File: src/rtl/f2f_pkg.sv
// Shared constants for the float->fixed issue scheduler: flag bit positions and
// the width of one queued response record.
package f2f_pkg;

  localparam int unsigned FLAG_WID = 6;

  localparam int unsigned F_OVF  = 5;
  localparam int unsigned F_UDF  = 4;
  localparam int unsigned F_NAN  = 3;
  localparam int unsigned F_INF  = 2;
  localparam int unsigned F_DEN  = 1;
  localparam int unsigned F_ZERO = 0;

  // Response record layout is {id, integer, fraction, flags}, MSB first.
  function automatic int unsigned rsp_rec_wid(input int unsigned id_wid,
                                              input int unsigned int_wid,
                                              input int unsigned fra_wid);
    return id_wid + int_wid + fra_wid + FLAG_WID;
  endfunction

endpackage

File: src/rtl/f2f_rsp_fifo.sv
// Synchronous FIFO holding converter results until the response side accepts them.
// Depth need not be a power of two; pointers wrap explicitly.
module f2f_rsp_fifo #(
  parameter int unsigned  WIDTH   = 40,
  parameter int unsigned  DEPTH   = 8,
  localparam int unsigned PTR_WID = (DEPTH > 1) ? $clog2(DEPTH) : 1,
  localparam int unsigned CNT_WID = $clog2(DEPTH + 1)
) (
  input  logic               clk,
  input  logic               rst,
  input  logic               push,
  input  logic [WIDTH-1:0]   push_data,
  input  logic               pop,
  output logic [WIDTH-1:0]   pop_data,
  output logic [CNT_WID-1:0] count,
  output logic               empty
);

  logic [WIDTH-1:0]   mem_q [DEPTH];
  logic [PTR_WID-1:0] wr_ptr_q, wr_ptr_d;
  logic [PTR_WID-1:0] rd_ptr_q, rd_ptr_d;
  logic [CNT_WID-1:0] count_q, count_d;
  logic               full;
  logic               do_push;
  logic               do_pop;

  function automatic logic [PTR_WID-1:0] ptr_inc(input logic [PTR_WID-1:0] ptr);
    return (ptr == PTR_WID'(DEPTH - 1)) ? '0 : ptr + PTR_WID'(1);
  endfunction

  assign empty    = (count_q == '0);
  assign full     = (count_q == CNT_WID'(DEPTH));
  assign do_pop   = pop && !empty;
  // A pop frees the head slot in the same edge, so push-on-full is fine alongside it.
  assign do_push  = push && (!full || do_pop);
  assign pop_data = mem_q[rd_ptr_q];
  assign count    = count_q;

  always_comb begin
    wr_ptr_d = do_push ? ptr_inc(wr_ptr_q) : wr_ptr_q;
    rd_ptr_d = do_pop ? ptr_inc(rd_ptr_q) : rd_ptr_q;
    count_d  = count_q + CNT_WID'(do_push) - CNT_WID'(do_pop);
  end

  always_ff @(posedge clk) begin
    if (rst) begin
      wr_ptr_q <= '0;
      rd_ptr_q <= '0;
      count_q  <= '0;
    end else begin
      wr_ptr_q <= wr_ptr_d;
      rd_ptr_q <= rd_ptr_d;
      count_q  <= count_d;
    end
  end

  always_ff @(posedge clk) begin
    if (do_push) begin
      mem_q[wr_ptr_q] <= push_data;
    end
  end

endmodule

File: src/rtl/f2f_issue_scheduler.sv
// Shares one fixed-latency float->fixed converter between NUM_REQ requesters using
// round-robin issue, a tag shift register and a credit-guarded response FIFO.
module f2f_issue_scheduler
  import f2f_pkg::*;
#(
  parameter int unsigned  NUM_REQ   = 4,
  parameter int unsigned  INT_WID   = 16,
  parameter int unsigned  FRA_WID   = 16,
  parameter int unsigned  PIPE_LAT  = 5,
  parameter int unsigned  RSP_DEPTH = 8,
  parameter int unsigned  CNT_WID   = 16,
  localparam int unsigned ID_WID    = $clog2(NUM_REQ)
) (
  input  logic                    clk,
  input  logic                    rst,
  input  logic [NUM_REQ-1:0]      req_valid,
  output logic [NUM_REQ-1:0]      req_ready,
  input  logic [NUM_REQ*32-1:0]   req_float,
  output logic                    pipe_clk_en,
  output logic [31:0]             pipe_float_val,
  input  logic [INT_WID-1:0]      pipe_integer,
  input  logic [FRA_WID-1:0]      pipe_fraction,
  input  logic [FLAG_WID-1:0]     pipe_flags,
  output logic                    rsp_valid,
  input  logic                    rsp_ready,
  output logic [ID_WID-1:0]       rsp_id,
  output logic [INT_WID-1:0]      rsp_integer,
  output logic [FRA_WID-1:0]      rsp_fraction,
  output logic [FLAG_WID-1:0]     rsp_flags,
  output logic                    busy,
  input  logic                    exc_clr,
  output logic [CNT_WID-1:0]      exc_count
);

  localparam int unsigned REC_WID = rsp_rec_wid(ID_WID, INT_WID, FRA_WID);
  localparam int unsigned CRD_WID = $clog2(RSP_DEPTH + 1);

  logic [ID_WID-1:0]  rr_ptr_q, rr_ptr_d;
  logic [CRD_WID-1:0] credit_q, credit_d;
  logic [CNT_WID-1:0] exc_q, exc_d;
  logic [PIPE_LAT-1:0] tag_vld_q;
  logic [ID_WID-1:0]  tag_id_q [PIPE_LAT];

  logic [ID_WID-1:0]  grant;
  logic [ID_WID-1:0]  cand;
  logic               any_valid;
  logic               issue_ok;
  logic               issue;
  logic               push;
  logic               pop;
  logic               exc_hit;
  logic [REC_WID-1:0] push_rec;
  logic [REC_WID-1:0] head_rec;
  logic [CRD_WID-1:0] fifo_count;
  logic               fifo_empty;

  // Credit covers both in-flight tags and queued entries, so a full credit means
  // every FIFO slot is already spoken for and the pipe never needs to stall.
  assign issue_ok = (credit_q < CRD_WID'(RSP_DEPTH));

  always_comb begin
    grant     = '0;
    cand      = '0;
    any_valid = 1'b0;
    for (int unsigned off = 0; off < NUM_REQ; off++) begin
      cand = ID_WID'((32'(rr_ptr_q) + off) % NUM_REQ);
      if (!any_valid && req_valid[cand]) begin
        grant     = cand;
        any_valid = 1'b1;
      end
    end
  end

  assign issue = any_valid && issue_ok && !rst;

  always_comb begin
    req_ready = '0;
    if (issue) begin
      req_ready[grant] = 1'b1;
    end
  end

  assign pipe_clk_en    = ~rst;
  assign pipe_float_val = issue ? req_float[32*grant +: 32] : 32'h0;

  // Tag stage PIPE_LAT-1 lines up with valid converter outputs.
  assign push     = tag_vld_q[PIPE_LAT-1];
  assign push_rec = {tag_id_q[PIPE_LAT-1], pipe_integer, pipe_fraction, pipe_flags};
  assign exc_hit  = push && (pipe_flags[F_OVF] || pipe_flags[F_UDF] ||
                             pipe_flags[F_NAN] || pipe_flags[F_INF]);

  assign rsp_valid = !fifo_empty;
  assign pop       = rsp_valid && rsp_ready;
  assign {rsp_id, rsp_integer, rsp_fraction, rsp_flags} = head_rec;

  assign busy      = (|tag_vld_q) || (fifo_count != '0);
  assign exc_count = exc_q;

  always_comb begin
    rr_ptr_d = rr_ptr_q;
    if (issue) begin
      rr_ptr_d = (grant == ID_WID'(NUM_REQ - 1)) ? '0 : grant + ID_WID'(1);
    end
    credit_d = credit_q + CRD_WID'(issue) - CRD_WID'(pop);
    exc_d    = exc_q;
    if (exc_clr) begin
      exc_d = '0;
    end else if (exc_hit && (exc_q != '1)) begin
      exc_d = exc_q + CNT_WID'(1);
    end
  end

  always_ff @(posedge clk) begin
    if (rst) begin
      rr_ptr_q <= '0;
      credit_q <= '0;
      exc_q    <= '0;
    end else begin
      rr_ptr_q <= rr_ptr_d;
      credit_q <= credit_d;
      exc_q    <= exc_d;
    end
  end

  always_ff @(posedge clk) begin
    if (rst) begin
      tag_vld_q <= '0;
      for (int unsigned i = 0; i < PIPE_LAT; i++) begin
        tag_id_q[i] <= '0;
      end
    end else begin
      tag_vld_q[0] <= issue;
      tag_id_q[0]  <= grant;
      for (int unsigned i = 1; i < PIPE_LAT; i++) begin
        tag_vld_q[i] <= tag_vld_q[i-1];
        tag_id_q[i]  <= tag_id_q[i-1];
      end
    end
  end

  f2f_rsp_fifo #(
    .WIDTH (REC_WID),
    .DEPTH (RSP_DEPTH)
  ) u_rsp_fifo (
    .clk       (clk),
    .rst       (rst),
    .push      (push),
    .push_data (push_rec),
    .pop       (pop),
    .pop_data  (head_rec),
    .count     (fifo_count),
    .empty     (fifo_empty)
  );

endmodule

File: config.mk
export PLATFORM = sky130hd
export DESIGN_NAME = f2f_issue_scheduler
export DESIGN_NICKNAME = d
export VERILOG_FILES = /design/src/rtl/f2f_pkg.sv /design/src/rtl/f2f_rsp_fifo.sv /design/src/rtl/f2f_issue_scheduler.sv
export SDC_FILE = /design/constraint.sdc
export NUM_CORES = 1
export LEC_CHECK = 0
export ABC_CLOCK_PERIOD_IN_PS = 16950
export CORE_MARGIN = 2
export CORE_UTILIZATION = 45
export DETAILED_ROUTE_END_ITERATION = 16
export PLACE_DENSITY = 0.77
export SLEW_MARGIN = 40
export SYNTH_ARGS = -nofsm -noshare
export SYNTH_HDL_FRONTEND = slang
export SYNTH_SLANG_ARGS = --single-unit
File: constraint.sdc
create_clock -name clk -period 16.95 [get_ports clk]
set_input_delay 4.2375 -clock clk [delete_from_list [all_inputs] [get_ports clk]]
set_output_delay 4.2375 -clock clk [all_outputs]
set_load 0.02 [all_outputs]
==> key figures <==
Power and ir drop
  – Internal power: 1.858 mW
  – Switching pwr: 0.6364 mW
  – Sw frac: 25.51%
  – Seq pwr share: 41.3%
  – Gate power share: 24.2%
  – Max VDD drop: 0.09633 mV
  – PwrDens: 125.7 mW/mm^2
  – Total power: 2.494 mW
  – Leakage power: 6.500 nW
  – Clock Power Share: 34.5%

Finish
  – Final core utilization: 59.18%
  – Nets: 1,308
  – Layout cells sized above 1: 19.34%
  – Filler Cell Count: 2,481
  – Fin cells: 1,600
  – Area growth syn-to-layout: 29.41%
  – Post-Layout Inst Area: 0.01984 mm^2

Timing
  – Fin. Hold Viols: 0
  – Setup TNS: 0 ps
  – Final setup margin: 5558 ps
  – Peak Freq: 0.08778 GHz
  – Unrepaired setup endpoints after global routing: false
  – Clk_skew: 8.254 ps
  – Slew @ Worst Pin: 803.0 ps
  – Slew HR: 46.47%
  – Fin Hold WS: 430.5 ps
  – Setup violators final: 0
  – Slew Limit Fails: 0
  – Tmin final: 11,390 ps
  – Final period utilization: 67.21%

Placed design
  – Dpl cell area: 0.01848 mm^2
  – Cells after DPL: 1,519
  – DP Worst Slack: 5573 ps
  – Port buffer count: 268
  – Post-DP HPWL: 21.51 mm
  – Gpl congestion: 0.8829

Clock network
  – Post_cts resized: 0
  – Htree depth: 2
  – Worst-path clk slew: 60 ps
  – CTS Buffer Depth: 3
  – CTS sink cnt: 370
  – Root Buffer: clkbuf_16
  – Count of hold-fix buffers inserted at cts: 0
  – CTS tree: yes
  – Post-CTS Setup Bufs: 0
  – Worst-Skew Late Latency: 520 ps
  – Total CTS buffers: 39

Floorplanning
  – Boundary Pins: 269
  – Starting Density: 45.73%
  – DIE AREA: 0.03557 mm^2
  – Width of the chip: 188.6 um
  – Die height: 188.6 um
  – Core Region: 0.03353 mm^2
  – Rows: 67

Logic synthesis
  – #FFs+latches synth: 370
  – Mapped Cells: 832
  – Post-synth EDFFs: 320
  – Yosys cell types: 51
  – Sequential share of the synthesized area: 69.19%
  – Synthesized area: 0.01533 mm^2
  – Async SR Flop Fraction: 0%
  – Warning count from the yosys run: 0
  – Most used DFF post-synth: edfxtp_1
  – Avg Inst Size Synth: 18.43 um^2
  – Mapped Nets: 1,027

Drt
  – Drt initial violations: 468
  – Routed vias: 8,611
  – Drc violations: 0
  – DR vias/cell: 5.382
  – First-pass DRT Iterations: 5
  – Total wire length: 35.41 mm
  – Routed length per instance: 22.13 um
  – Antenna Nets Post-Route: 0

Status
  – Outcome: finished, final reports clean

GRT
  – Global route overflow: 0
  – Initial antenna violation count: 9
  – Gr usage total: 19.77%
  – Vias in the first global route: 9,211
  – Global-route wire length before repair: 52.99 mm
  – Largest net degree at the start of global routing: 55

Run
  – Max cap viols: 0

Setup path
  – Req. time, crit path: 12,710 ps
  – CP endpoint kind: output port
  – Nature of the critical path startpoint: input pin
  – CP Max Fanout: 51
  – Setup CP Type: in -> out
  – WP data arrival: 7150 ps

Min path
  – HP Class: reg -> reg
-- Yosys cell counts, drive strengths merged, types with 11 or more instances --
cell,instances,area share [%]
nor2,24,0.59
mux4,80,12
dfxtp,50,6.5
edfxtp,320,63
o22ai,33,1.3
mux2i,64,4.2
ha,19,1.6
clkbuf,20,0.54
mux2,40,2.9
inv,20,0.49
a21oi,11,0.36
buf,22,1.2
nor2b,17,0.69
nand2,23,0.56
-- state kept, by name (all words and copies together) (netlist names), named ones only --
| register | flops |
|---|---|
| credit_q | 4 |
| exc_count | 16 |
| rr_ptr_q | 2 |
| tag_id_q | 10 |
| tag_vld_q | 5 |
| u_rsp_fifo.count | 4 |
| u_rsp_fifo.mem_q | 320 |
| u_rsp_fifo.rd_ptr_q | 3 |
| u_rsp_fifo.wr_ptr_q | 3 |
-- worst paths after layout --
path | start | cells past startpoint | slack, ps | endpoint
worst max-delay path | req_valid[1] | 8 | 5560 | pipe_float_val[10]
worst min-delay path | tag_id_q[0][2] | 1 | 430 | tag_id_q[0][4]
worst max register to register | u_rsp_fifo.count[2] | 9 | 14340 | u_rsp_fifo.mem_q[1][5]
worst min register to register | tag_id_q[0][2] | 1 | 430 | tag_id_q[0][4]
-- cells by family (layout without fill, tap and decap cells) --
kind of cell | Yosys count | count (layout) | share of synthesized area (%)
AOI/OAI and AO/OA | 62 | 62 | 2.782
muxes | 184 | 184 | 18.86
other | 0 | 9 | 0
xor gates and xnor gates | 16 | 16 | 0.9139
adders and majority gates | 21 | 21 | 1.811
and+or+nand+nor | 117 | 117 | 4.169
buffers and inverters | 62 | 373 | 2.268
DFF | 370 | 370 | 69.19
-- power groups by stage --
| stage | clock network (mW) | logic (mW) | registers, mW |
|---|---|---|---|
| 6_report | 0.861 | 0.604 | 1.03 |
| 5_1_grt | 0.919 | 0.648 | 1.03 |
| 4_1_cts | 0.881 | 0.597 | 1.04 |
| 3_5_place_dp | 0 | 0.593 | 1.06 |
| 3_3_place_gp | 0 | 0.583 | 1.06 |
| 2_1_floorplan | 0 | 0.421 | 1.03 |
-- critical path, stage by stage --
cell and delay, ps:
clkdlybuf4s50_1 470, a21o_1 170, a21oi_1 170, o22a_4 340, buf_4 690, mux2i_1 180, o22ai_1 200, clkdlybuf4s50_1 650
-- layout by cell type, fill, tap and decap left out, types with 19 or more instances in the layout --
cell and n:
mux2_2 40, dfxtp_1 47, mux2i_1 64, ha_1 19, clkdlybuf4s50_1 268, mux4_2 80, o22ai_1 33, nor2_1 21
edfxtp_1 320, nand2_1 21, clkbuf_16 40
-- area by class of cell --
cell class	instances	area [um^2]	share of cell area, %
inverters	20	75.07	0.3783
flip-flops and latches	370	10620	53.51
clock buffers	44	1026	5.170
repair buffers	282	2804	14.13
diodes	9	22.52	0.1135
clock inverters	27	297.8	1.501
well taps	448	560.5	2.825
multi-input cells	400	4439	22.37
-- per-layer routing --
layer | vias to the layer above | GRT usage (%) | share of wire, %
met3 | 43 | 3.930 | 5.9
met4 | 0 | 7.903 | 2.3
met5 | - | 0 | 0
li1 | 3921 | - | -
met2 | 339 | 35.24 | 53
met1 | 4308 | 23.54 | 39
Note: power is estimated with default switching activity, not from simulation.
